`src/rtl/fc_pkg.sv`:
```
// Shared types and sizing helpers for the fully-connected layer stream loader.
// Default sizes describe the 84-input layer with 48 non-zero weights.
package fc_pkg;

    typedef enum logic [1:0] {
        LOAD   = 2'd0,
        SETTLE = 2'd1,
        OUTPUT = 2'd2
    } state_t;

    localparam int FC_WIDTH      = 8;
    localparam int FC_IN         = 84;
    localparam int FC_NZ_WEIGHTS = 48;

    // Settle counter holds SETTLE_CYC-1, and SETTLE_CYC is at most 15.
    localparam int CNT_W = 4;

    // Full-precision adder-tree result width: product width plus growth.
    function automatic int fc_out_width(input int width, input int n_prod);
        return 2 * width + $clog2(n_prod);
    endfunction

    function automatic int idx_width(input int n);
        return (n > 1) ? $clog2(n) : 1;
    endfunction

    localparam int FC_OUT_WIDTH = fc_out_width(FC_WIDTH, FC_NZ_WEIGHTS);
    localparam int FC_IDX_W     = idx_width(FC_IN);

endpackage

```
`src/rtl/fc_stream_loader.sv`:
```
// Streams activation elements into a parallel vector for a combinational FC layer,
// waits for the adder tree to settle, then returns the captured result on valid/ready.
//
// state  | meaning
// LOAD   | accepting elements, writing x_vec[idx]
// SETTLE | x_vec frozen, counting down until z_in is stable
// OUTPUT | result held on m_data until downstream takes it
module fc_stream_loader
    import fc_pkg::*;
#(
    parameter int WIDTH      = FC_WIDTH,
    parameter int IN         = FC_IN,
    parameter int OUT_WIDTH  = FC_OUT_WIDTH,
    parameter int SETTLE_CYC = 2
) (
    input  logic                      clk,
    input  logic                      rst_n,
    input  logic                      s_valid,
    output logic                      s_ready,
    input  logic [WIDTH-1:0]          s_data,
    input  logic                      s_last,
    output logic [IN-1:0][WIDTH-1:0]  x_vec,
    input  logic [OUT_WIDTH-1:0]      z_in,
    output logic                      m_valid,
    input  logic                      m_ready,
    output logic [OUT_WIDTH-1:0]      m_data,
    output logic                      err_short,
    output logic                      err_long
);

    localparam int               IDX_W       = idx_width(IN);
    localparam logic [IDX_W-1:0] LAST_IDX    = IDX_W'(IN - 1);
    localparam logic [CNT_W-1:0] SETTLE_LOAD = CNT_W'(SETTLE_CYC - 1);

    state_t                 r_state;
    state_t                 w_state_nxt;
    logic [IDX_W-1:0]       r_idx;
    logic [CNT_W-1:0]       r_settle;
    logic                   r_m_valid;
    logic [OUT_WIDTH-1:0]   r_m_data;
    logic                   r_err_short;
    logic                   r_err_long;
    logic [WIDTH-1:0]       r_x [IN];

    logic                   w_in_load;
    logic                   w_beat;
    logic                   w_at_end;
    logic                   w_frame_done;
    logic                   w_capture;
    logic                   w_release;

    assign w_in_load    = (r_state == LOAD);
    assign w_beat       = s_valid & w_in_load;
    assign w_at_end     = (r_idx == LAST_IDX);
    assign w_frame_done = w_beat & (s_last | w_at_end);

    always_ff @(posedge clk) begin
        if (!rst_n) begin
            r_state <= LOAD;
        end else begin
            r_state <= w_state_nxt;
        end
    end

    always_comb begin
        w_state_nxt = r_state;
        w_capture   = 1'b0;
        w_release   = 1'b0;
        case (r_state)
            LOAD: begin
                if (w_frame_done) begin
                    w_state_nxt = SETTLE;
                end
            end
            SETTLE: begin
                if (r_settle == '0) begin
                    w_capture   = 1'b1;
                    w_state_nxt = OUTPUT;
                end
            end
            OUTPUT: begin
                if (r_m_valid && m_ready) begin
                    w_release   = 1'b1;
                    w_state_nxt = LOAD;
                end
            end
            default: begin
                w_state_nxt = LOAD;
            end
        endcase
    end

    always_ff @(posedge clk) begin
        if (!rst_n) begin
            r_idx       <= '0;
            r_settle    <= '0;
            r_m_valid   <= 1'b0;
            r_m_data    <= '0;
            r_err_short <= 1'b0;
            r_err_long  <= 1'b0;
        end else begin
            // Both flags describe the terminating beat only, so they are exclusive.
            r_err_short <= w_frame_done & s_last & ~w_at_end;
            r_err_long  <= w_beat & w_at_end & ~s_last;

            if (w_beat) begin
                r_idx <= w_frame_done ? '0 : r_idx + 1'b1;
            end

            if (w_frame_done) begin
                r_settle <= SETTLE_LOAD;
            end else if ((r_state == SETTLE) && (r_settle != '0)) begin
                r_settle <= r_settle - 1'b1;
            end

            if (w_capture) begin
                r_m_data  <= z_in;
                r_m_valid <= 1'b1;
            end else if (w_release) begin
                r_m_valid <= 1'b0;
            end
        end
    end

    // Clearing on release gives short frames their zero padding.
    for (genvar k = 0; k < IN; k++) begin : g_elem
        always_ff @(posedge clk) begin
            if (!rst_n || w_release) begin
                r_x[k] <= '0;
            end else if (w_beat && (r_idx == IDX_W'(k))) begin
                r_x[k] <= s_data;
            end
        end
        assign x_vec[k] = r_x[k];
    end

    assign s_ready   = w_in_load;
    assign m_valid   = r_m_valid;
    assign m_data    = r_m_data;
    assign err_short = r_err_short;
    assign err_long  = r_err_long;

endmodule

```
`config.mk`:
```
export PLATFORM = sky130hd
export DESIGN_NAME = fc_stream_loader
export DESIGN_NICKNAME = d
export VERILOG_FILES = /design/src/rtl/fc_pkg.sv /design/src/rtl/fc_stream_loader.sv
export SDC_FILE = /design/constraint.sdc
export NUM_CORES = 1
export LEC_CHECK = 0
export BUFFER_PORTS_ARGS = -buffer_cell sky130_fd_sc_hd__buf_4
export CAP_MARGIN = 40
export CORE_AREA = 3 3 284 286
export DETAILED_ROUTE_END_ITERATION = 12
export DIE_AREA = 0 0 287 289
export GPL_ROUTABILITY_DRIVEN = 0
export SLEW_MARGIN = 20
export SYNTH_ARGS = -nofsm -noshare
export SYNTH_HDL_FRONTEND = slang
export SYNTH_SLANG_ARGS = --single-unit
export TNS_END_PERCENT = 30
```
`constraint.sdc`:
```
create_clock -name clk -period 3.71 [get_ports clk]
set_clock_uncertainty 0.1 [all_clocks]
set_input_delay 0.742 -clock clk [delete_from_list [all_inputs] [get_ports clk]]
set_output_delay 0.742 -clock clk [all_outputs]
set_load 0.01 [all_outputs]
```
==> results.yml <==
final_layout:
  drive_above_1_share_pct: 37.95
  n_fill_cell: 6929
  area_delta_synth_final_pct: 35.15
  num-nets-final: 2659
sta:
  hold_viol_final: 0
  drv_slew: 0
  setup_viol: 0
  slew_headroom_pct: 44.85
  worst_pin_slew_ns: 0.8273
  finalCritPeriodShare_pct: 75.07
  rsz0062_at_grt: "no"
  worst_slack_ns: 0.9250
  fin_setup_tns_ns: 0
  fmax_mhz: 359.1
  finalCriticalPeriod_ns: 2.785
drt:
  drt_iter0_drc: 1809
  wl_per_cell_um: 28.17
  ant_nets: 0
  wl_mm: 105.1
  drt-met1-wl_mm: 38.80
  drc_errors: 0
  first_pass_iters: 5
  via_count: 19620
  viasPerCell: 5.258
  met3_length_mm: 8.720
  dr_wl_met2_mm: 53.20
  dr.max_layer_used: "met5"
clock_network:
  cts_setup_buffers: 0
  htree_levels: 3
  numCtsBuffers: 77
  cts_resized: 0
  cts_sinks: 710
  cts_root_buf: "clkbuf_16"
  postCtsHoldBufs: 0
  clkLatencyLatePin_ns: 0.60
  cts_tree: "yes"
  cts.reportedPaths.clkPinSlew_ns: 0.06
  cts_buffer_depth: 3
synthesis:
  ys_async_sr_fraction_pct: 0
  syn_avg_cell_area_sq_um: 14.45
  syn-cell-area_sq_mm: 0.02772
  yosysWarnings: 0
  syn-num-nets: 1958
  synth_cell_type_count: 41
  synth_seq_cells: 710
  synthFlopType: "edfxtp_1"
  synth-seq-area-share_pct: 75.55
  synth_cells: 1918
  synth_edf_count: 672
floorplanning:
  die-area_sq_mm: 0.08294
  core_area_sq_mm: 0.07861
  io_pins: 733
  rows: 103
  dieHeight_um: 289
  die_x_um: 287
  start_util_pct: 35.26
worst_setup_path:
  startpoint_type: "register"
  required_ns: 3.92
  crit_path_cell_trace: "nor4b_2 -> nand3_1 -> buf_4 -> o21ai_0 -> buf_2"
  critPathBufInv: 2
  critPathSlowestCell: "nor4b_2"
  cp_data_arrival_time_ns: 3.00
  cp-end-kind: "register"
  critical_path_class: "register to register"
  slowest_delay_ns: 0.64
  crit_fanout: 10
  path_delay_family: "simple AND/OR/NAND/NOR gates"
pwr:
  leakagePower_uw: 0.01715
  power_density_mw_per_mm2: 480.3
  peakVddDrop_mv: 0.3187
global_routing:
  grt_pass1_wl_mm: 143.9
  grt-ovfl-total: 0
  grt_max_degree: 129
  antenna_found_initial: 13
  grt_pass1_vias: 19460
  grt.total_usage_pct: 24.32
place:
  hpwl_mm: 71.00
  place.port_buffers: 732
  dpl_worst_slack_ns: 0.7480
run:
  cap_viol_max_count: 0
min_path:
  hold_path.class: "input port to register"
outcome:
  outcome: "complete, no violations"
==> worst paths after layout <==
path / from / end / slack (ns) / depth (start not counted)
worst max-delay path: r_idx[3] / r_x[1][68] / 0.92 / 5
worst min register to register: m_data[19] / m_data[19] / 0.38 / 2
worst max register to register: r_idx[3] / r_x[1][68] / 0.92 / 5
worst min-delay path: s_last / err_long / 0.24 / 2
==> cells in the final DEF, fill, tap and decap left out, drive strengths merged, types with 4 or more instances in the layout <==
master / instances
clkbuf: 96
nor2b: 4
or3: 8
ha: 5
clkinv: 27
and3: 652
a21oi: 32
nor3: 39
nor2: 7
bufinv: 6
nand3: 42
dfxtp: 38
inv: 21
or3b: 6
diode: 5
buf: 875
edfxtp: 672
nand2: 5
o21ai: 112
==> kinds of logic (layout without fill, tap and decap cells) <==
kind of cell | after synthesis | count (layout) | share of synthesized area (%)
xor+xnor | 1 | 1 | 0.03160
simple gates | 782 | 782 | 17.53
other cells | 0 | 5 | 0
compound gates | 151 | 151 | 2.862
buf+inv | 269 | 1028 | 3.805
fa+ha+maj | 5 | 5 | 0.2257
flops | 710 | 710 | 75.55
==> power breakdown <==
group / leakage (uW) / internal, uW / switching, uW / total, uW
Sequential: 0.00721 / 9030 / 117 / 9150
Clock: 0.00118 / 4290 / 3170 / 7460
Combinational: 0.00876 / 506 / 876 / 1380
==> registers in the layout, summed over array words and instances (netlist names) <==
signal     count
r_settle       4
err_long       1
r_x          672
r_state        2
m_valid        1
m_data        22
err_short      1
r_idx          7
==> Yosys cell counts (2+ instances only) <==
cell | count | share of area, %
a21oi_1 | 32 | 0.58
nor2b_1 | 4 | 0.090
clkbuf_2 | 21 | 0.38
nand3_1 | 42 | 0.76
o21ai_0 | 112 | 2.0
o31ai_1 | 2 | 0.054
or3b_1 | 5 | 0.16
nand4bb_1 | 2 | 0.081
edfxtp_1 | 672 | 73
dfxtp_1 | 38 | 2.7
inv_1 | 15 | 0.20
clkbuf_1 | 208 | 2.8
or3_1 | 7 | 0.16
nand4_1 | 2 | 0.045
nor2_1 | 7 | 0.095
nor3_2 | 3 | 0.11
buf_2 | 15 | 0.27
buf_1 | 10 | 0.14
nand2b_1 | 3 | 0.068
nand3b_1 | 2 | 0.054
nand2_1 | 5 | 0.068
nor4b_2 | 2 | 0.11
nor3_1 | 36 | 0.65
and3_1 | 652 | 15
ha_1 | 5 | 0.23
==> per-layer routing <==
metal | up-vias | global-route usage, %
met5 | - | 0
met4 | 8 | 9.585
met3 | 197 | 6.168
met2 | 905 | 42.33
met1 | 9900 | 28.92
li1 | 8612 | -
==> stage by stage <==
| stage | total power (uW) | instance area [sq um] | util [%] | hold WS (ns) | std cells |
|---|---|---|---|---|---|
| global placement | 10670 | 34560 | 43.97 | 0.3635 | 3548 |
| detailed placement | 10700 | 34830 | 44.31 | 0.3680 | 3576 |
| floorplan | 9776 | 27720 | - | 0.3676 | 1918 |
| finish | 17990 | 37460 | 47.65 | 0.2374 | 3732 |
| CTS | 18120 | 37250 | 47.38 | 0.1885 | 3713 |
| global route | 18510 | 37450 | 47.64 | 0.2055 | 3727 |
==> layout make-up <==
type / instances / area [sq um] / share of cell area [%]
flip-flops and latches: 710 / 20940 / 55.90
repair buffers: 876 / 6920 / 18.47
multi-input cells: 939 / 5804 / 15.49
clock buffers: 95 / 2014 / 5.377
well taps: 1050 / 1314 / 3.507
clock inverters: 42 / 399.1 / 1.065
inverters: 15 / 56.30 / 0.1503
diodes: 5 / 12.51 / 0.03340
No activity file was read; power rests on OpenSTA's default activity.
